**src/rtl/piso_serializer.sv**
```systemverilog
// Parallel-in/serial-out transmitter: MSB-first shifter fed through a one-word holding buffer,
// with frame strobes and a wrapping sent-frame counter.
module piso_serializer #(
    parameter int unsigned WIDTH     = 8,
    parameter int unsigned CNT_WIDTH = 16
) (
    input  logic                 clk,
    input  logic                 reset,
    input  logic [WIDTH-1:0]     data_in,
    input  logic                 load_valid,
    output logic                 load_ready,
    output logic                 serial_out,
    output logic                 serial_valid,
    output logic                 frame_start,
    output logic                 frame_end,
    output logic                 busy,
    output logic [CNT_WIDTH-1:0] frames_sent
);

    localparam int unsigned BW = (WIDTH > 2) ? $clog2(WIDTH) : 1;

    typedef enum logic {
        IDLE  = 1'b0,
        SHIFT = 1'b1
    } state_t;

    state_t               state_q, state_d;
    logic [WIDTH-1:0]     shift_q, shift_d;
    logic [BW-1:0]        bit_cnt_q, bit_cnt_d;
    logic [WIDTH-1:0]     hold_q, hold_d;
    logic                 hold_full_q, hold_full_d;
    logic [CNT_WIDTH-1:0] frames_q, frames_d;

    logic accept;
    logic last_bit;
    logic load_pt;

    assign accept   = load_valid && !hold_full_q;
    assign last_bit = (state_q == SHIFT) && (bit_cnt_q == BW'(WIDTH - 1));
    assign load_pt  = (state_q == IDLE) || last_bit;

    // State and datapath registers
    always_ff @(posedge clk or posedge reset) begin
        if (reset) begin
            state_q     <= IDLE;
            shift_q     <= '0;
            bit_cnt_q   <= '0;
            hold_q      <= '0;
            hold_full_q <= 1'b0;
            frames_q    <= '0;
        end else begin
            state_q     <= state_d;
            shift_q     <= shift_d;
            bit_cnt_q   <= bit_cnt_d;
            hold_q      <= hold_d;
            hold_full_q <= hold_full_d;
            frames_q    <= frames_d;
        end
    end

    // Next state: at a load point the holding buffer wins over a fresh word
    always_comb begin
        state_d     = state_q;
        shift_d     = shift_q;
        bit_cnt_d   = bit_cnt_q;
        hold_d      = hold_q;
        hold_full_d = hold_full_q;
        frames_d    = frames_q;

        if (last_bit) begin
            frames_d = frames_q + CNT_WIDTH'(1);
        end

        if (load_pt) begin
            bit_cnt_d = '0;
            if (hold_full_q) begin
                state_d     = SHIFT;
                shift_d     = hold_q;
                hold_full_d = 1'b0;
            end else if (accept) begin
                state_d = SHIFT;
                shift_d = data_in;
            end else begin
                state_d = IDLE;
                shift_d = '0;
            end
        end else begin
            shift_d   = {shift_q[WIDTH-2:0], 1'b0};
            bit_cnt_d = bit_cnt_q + BW'(1);
            if (accept) begin
                hold_d      = data_in;
                hold_full_d = 1'b1;
            end
        end
    end

    // Output decode from registered state only
    always_comb begin
        load_ready   = !hold_full_q;
        serial_valid = (state_q == SHIFT);
        serial_out   = (state_q == SHIFT) && shift_q[WIDTH-1];
        frame_start  = (state_q == SHIFT) && (bit_cnt_q == '0);
        frame_end    = last_bit;
        busy         = (state_q == SHIFT) || hold_full_q;
        frames_sent  = frames_q;
    end

endmodule
```
**config.mk**
```make
export PLATFORM = sky130hd
export DESIGN_NAME = piso_serializer
export DESIGN_NICKNAME = d
export VERILOG_FILES = /design/src/rtl/piso_serializer.sv
export SDC_FILE = /design/constraint.sdc
export NUM_CORES = 1
export LEC_CHECK = 0
export BUFFER_PORTS_ARGS = -buffer_cell sky130_fd_sc_hd__buf_2
export CAP_MARGIN = 30
export CORE_ASPECT_RATIO = 0.9
export CORE_MARGIN = 2
export CORE_UTILIZATION = 30
export CTS_CLUSTER_DIAMETER = 60
export CTS_CLUSTER_SIZE = 40
export DETAILED_ROUTE_END_ITERATION = 8
export GPL_TIMING_DRIVEN = 0
export HOLD_SLACK_MARGIN = 0.12
export PLACE_DENSITY = 0.47
export SYNTH_ARGS = -nofsm -noshare
export SYNTH_HDL_FRONTEND = slang
export SYNTH_SLANG_ARGS = --single-unit
```
**constraint.sdc**
```tcl
create_clock -name clk -period 2.39 [get_ports clk]
set_clock_uncertainty 0.2 [all_clocks]
set_input_delay 0.1195 -clock clk [delete_from_list [all_inputs] [get_ports clk]]
set_output_delay 0.1195 -clock clk [all_outputs]
set_load 0.01 [all_outputs]
```
==> results.md, run 1 <==
* IO Count at 33
* Cts bufs inserted at 5
* Worst-Skew Late Latency at 280 ps
* Setup TNS at 0 ps
* Die Span Y at 74.47 um
* Longest Clk Path Bufs at 2
* Row count at 25
* Post-DP HPWL at 2.236 mm
* Share of layout cells above drive strength 1 at 0.2895
* Mapped Cells at 141
* Gr usage total at 0.1175
* WL per Instance at 12.80 um
* Max VDD drop at 0.0003370 V
* Setup violations, final at 0
* CTS tree: yes
* Worst-Margin Slew at 778.3 ps
* CTS sink cnt at 37
* Tcrit/Tclk final at 0.8733
* Most frequent cells in the layout: dfrtp_1, buf_2, nand2_1
* First-pass GRT wire length at 5.388 mm
* Final Hold Viols at 0
* Vias per inst at 4.506
* Vias in the first global route at 1159
* Pwr/cell area at 977.3 nW/um^2
* CP Class: reg -> reg
* Worst hold path type: reg -> reg
* Die width at 82.30 um
* Synth area leader: dfrtp_1
* # port buffers at 32
* Post_cts resized at 0
* Iteration count of the initial detailed-routing pass at 4
* Commonest non-fill, non-tap cell in the layout: dfrtp_1
* Netlist cell types at 25
* Mapped Area at 1655 sq um
* GR Overflow Total at 0
* Vias at 1158
* Area delta synth->final at 26.00%
* Max-slew violation count at 0
* Synth area leaders: dfrtp_1, mux2_4, xnor2_1
* Critical Path AT at 2050 ps
* Initial Util at 0.3131
* CP startpoint kind: flip-flop
* Yosys top cell area share at 0.5593
* Initial DRC Count at 36
* Crit Path Max Fanout at 5
* Reg area at 925.9 sq um
* Avg Inst Size Synth at 11.74 sq um
* Clk slew on worst S/H paths at 70 ps
* Nets at 205
* ANT cells at 0
* Largest net degree at the start of global routing at 38
* Final wirelength at 3.289 mm
* Footprint of the multi-input gates at 670.6 sq um
* Fillcell total at 510
* Core box area at 5286 sq um
* Seq/Total Area, Yosys at 0.5593
* Yosys warns at 0
* RSZ-0062 raised after global routing: false
* Final routed DRC violation total at 0
* Critical path endpoint category: flip-flop
* Max_cap viols at 0
* Slew HR at 0.4804
* Status: complete, no violations
* Max frequency at 0.4791 GHz
* Required time of the critical path at 2350 ps
* Die ar. at 6129 sq um
* Initial antenna violation count at 0
* Final ANT Viol Nets at 0
* Register bit count reported by yosys at 37
* RePlAce Congestion at 0.7317
* Min Clock Period, post-route at 2087 ps
* Final core occ at 0.3946
* Root buffer cell: clkbuf_8
* Leak at 1.061 nW
* Post-Syn Nets at 156
* H-tree levels at 2
repair_timing:
action / CTS / global route
hold buffers: 10 / 0
setup buffers: 0 / 0
endpoints found under the hold margin: 55 / 0
critical path, stage by stage, from the launching register on:
cell     delay, ps
dfrtp_1        370
ha_1           160
ha_1           290
nand4_1        130
nor3_1         490
nand3_1        170
xnor2_1        160
state kept, by name (all words and copies together) (netlist names):
register and count:
bit_cnt_q 3, frames_sent 16, hold_full_q 1, hold_q 8, serial_valid 1, shift_q 8
final timing paths:
path | start | end | slack, ps | depth (start not counted)
worst max-delay path | bit_cnt_q[0] | frames_sent[14] | 300 | 6
max in group asynchronous | reset | frames_sent[1] | 1170 | 3
min in group asynchronous | reset | hold_q[6] | 330 | 3
worst max register to register | bit_cnt_q[0] | frames_sent[14] | 300 | 6
worst min-delay path | shift_q[4] | shift_q[5] | 250 | 2
worst min register to register | shift_q[4] | shift_q[5] | 250 | 2
where the power goes:
group | leakage (nW) | internal (W) | switching [W]
Sequential | 0.469 | 0.000815 | 0.000115
Combinational | 0.548 | 0.000356 | 0.000324
Clock | 0.0443 | 0.000229 | 0.000200
Total | 1.06 | 0.00140 | 0.000638
area by class of cell:
| class | instances | share of cell area |
|---|---|---|
| inverters | 5 | 0.008998 |
| plain buffers | 4 | 0.01920 |
| clock buffers | 7 | 0.04139 |
| flip-flops and latches | 37 | 0.4439 |
| multi-input cells | 95 | 0.3215 |
| well taps | 67 | 0.04019 |
| repair buffers | 42 | 0.1248 |
synthesized netlist by cell type (all sizes together):
library cell,count
nand2,12
or2,1
clkbuf,1
or2b,1
inv,5
xnor2,10
xor2,5
nor2,6
nand3,9
ha,4
nand4,4
dfrtp,37
and2,3
buf,3
and3,11
nor3,4
mux2,9
a21oi,8
o21ai,7
nor2b,1
logic make-up (layout without fill, tap and decap cells):
family | Yosys count | after routing | synth area share
simple gates | 52 | 52 | 0.1708
mux | 9 | 9 | 0.07937
flops | 37 | 37 | 0.5593
compound gates | 15 | 15 | 0.04535
fa+ha+maj | 4 | 4 | 0.03024
buf+inv | 9 | 58 | 0.03552
xor+xnor | 15 | 15 | 0.07936
stage by stage:
| stage | total power (W) | cells | area [sq um] | setup WS [ps] | hold slack, ps |
|---|---|---|---|---|---|
| final | 0.002038 | 257 | 2086 | 302.8 | 251.5 |
| after CTS | 0.002074 | 257 | 2086 | 281.0 | 254.1 |
| after detailed placement | 0.001618 | 240 | 1899 | 292.9 | 121.5 |
| after global routing | 0.002193 | 257 | 2086 | 190.9 | 287.2 |
| after global placement | 0.001589 | 240 | 1899 | 340.8 | 163.1 |
| after floorplan | 0.001422 | 141 | 1655 | 440.7 | 30.98 |
per-layer routing:
metal | vias up | wire, um | global-route usage
met4 | 0 | 45 | 0.05556
met2 | 21 | 1543 | 0.1756
met3 | 5 | 145 | 0.03277
li1 | 571 | - | -
met1 | 561 | 1554 | 0.1579
met5 | - | 0 | 0
(Power assumes the default switching activity.)
==> run 2, diff against run 1 <==
Settings changed: CORE_UTILIZATION 30 to 53, PLACE_DENSITY 0.47 to 0.75.
==> run 2 against run 1 <==
  * Combinational power rose by 0.9%
  * Global-route usage rose by 8.6 points
  * Die area fell by 41%
  * Largest cell class unchanged
  * Register-to-register slack barely moved
  * Design area fell by 1.7%
  * Critical path depth rose by 1
  * Sequential share of layout area rose by 0.76 points
  * Maximum frequency rose by 0.45%
==> results.md, run 2 (same netlist as run 1, synthesis figures left out) <==
* First-pass GRT wire length at 5.471 mm
* Vias in the first global route at 1169
* Setup violations, final at 0
* CTS tree: yes
* Area delta synth->final at 23.89%
* Die Span Y at 57.02 um
* Cts bufs inserted at 5
* Tcrit/Tclk final at 0.8694
* CTS sink cnt at 37
* CP delay by family, top: adder cells
* Slew HR at 0.5252
* Final worst slack at 312.2 ps
* Buffers and inverters on the worst path at 2
* Non-filler cells, final at 233
* Final ANT Viol Nets at 0
* Initial Util at 0.5483
* H-tree levels at 2
* WL per Instance at 13.82 um
* Status: complete, no violations
* Worst hold path type: in -> async
* CP startpoint kind: flip-flop
* Clk slew on worst S/H paths at 110 ps
* CP Class: reg -> reg
* Core box area at 3019 sq um
* Worst r2r path cells at 7
* Row count at 19
* Worst path depth at 7
* Max VDD drop at 0.0005913 V
* RePlAce Congestion at 0.7863
* Critical-path cell list: ha_1, ha_1, nor2b_4, buf_6, and3_4, buf_12, mux2_4
* Die width at 62.91 um
* Iteration count of the initial detailed-routing pass at 4
* Placed insts at 216
* Initial DRC Count at 62
* Pwr/cell area at 949.0 nW/um^2
* CP max stage delay at 420 ps
* Max frequency at 0.4813 GHz
* Largest net degree at the start of global routing at 23
* Setup TNS at 0 ps
* CP max stage cell: dfrtp_1
* Dpl ws at 332.5 ps
* Critical Path AT at 2110 ps
* Gr usage total at 0.2036
* Worst-Margin Slew at 711.4 ps
* RSZ-0062 raised after global routing: false
* # port buffers at 32
* Worst-Skew Late Latency at 340 ps
* Vias per inst at 5.030
* Longest Clk Path Bufs at 2
* Required time of the critical path at 2420 ps
* Share of layout cells above drive strength 1 at 0.2880
* Max-slew violation count at 0
* Cell mode on critical path: ha_1
* Final wirelength at 3.220 mm
* Root buffer cell: clkbuf_4
* Post-DP HPWL at 2.200 mm
* Leak at 1.062 nW
* Crit Path Max Fanout at 9
* Critical path endpoint category: flip-flop
* IO Count at 33
* ANT cells at 0
* Final Hold Viols at 0
* Initial antenna violation count at 0
* Most frequent cells in the layout: dfrtp_1, buf_2, nand2_1
* Min Clock Period, post-route at 2078 ps
* Commonest non-fill, non-tap cell in the layout: dfrtp_1
* Die ar. at 3587 sq um
* Max_cap viols at 0
* Nets at 206
* Final routed DRC violation total at 0
* GR Overflow Total at 0
* Vias at 1172
* Post_cts resized at 0
* Max reg flops at 16
==> run 2: cell types whose count changed in the layout (fill, tap and decap cells not counted) <==
cell	change
buf_16	+1
clkbuf_4	+5
clkbuf_8	-5
inv_1	+1
inv_2	-1
==> run 2: repair_timing <==
| item | in CTS | in global routing |
|---|---|---|
| hold buffers | 10 | 0 |
| endpoints found under the setup margin | 0 | 0 |
| buffers inserted | 0 | 0 |
| endpoints found under the hold margin | 55 | 0 |
==> run 2: final timing paths <==
check / slack, ps / from / end
max: 310 / bit_cnt_q[0] / hold_q[3]
max in group asynchronous: 1210 / reset / frames_sent[0]
min: 220 / reset / hold_q[7]
max reg2reg: 310 / bit_cnt_q[0] / hold_q[3]
min reg2reg: 270 / shift_q[0] / shift_q[1]
min in group clk: 270 / shift_q[0] / shift_q[1]
==> run 2: power breakdown <==
part           switching [W]  internal [W]  leakage [nW]
logic               0.000327      0.000359         0.561
registers           0.000114      0.000813         0.469
clock network       0.000194      0.000139        0.0314
==> run 2: area by class of cell <==
cell class | count | area (sq um)
multi-input combinational | 95 | 670.6
inverter | 5 | 18.77
tap | 42 | 52.55
clock buffer | 7 | 55.05
timing repair buffer | 43 | 287.8
sequential | 37 | 925.9
fill | 247 | 968.4
buffer | 4 | 40.04
==> run 2: through the flow <==
step / area [sq um] / hold WS [ps] / util / power [W]
final: 2051 / 219.8 / 0.6792 / 0.001946
after global routing: 2051 / 234.3 / 0.6792 / 0.002102
after CTS: 2051 / 229.5 / 0.6792 / 0.001964
after detailed placement: 1896 / 53.21 / 0.6278 / 0.001616
after global placement: 1868 / 162.4 / 0.6187 / 0.001572
after floorplan: 1655 / 30.98 / - / 0.001422
==> run 2: tightest hold or removal path: cells and delay by family <==
| family | cells | cell delay (ps) |
|---|---|---|
| buffers and inverters | 3 | 1170 |
==> run 2: layer usage <==
metal | global-route usage | vias up | wire length, um
li1 | - | 579 | -
met1 | 0.2616 | 565 | 1492
met2 | 0.3328 | 22 | 1544
met3 | 0.06312 | 6 | 135
met4 | 0.06667 | 0 | 48
met5 | 0 | - | 0
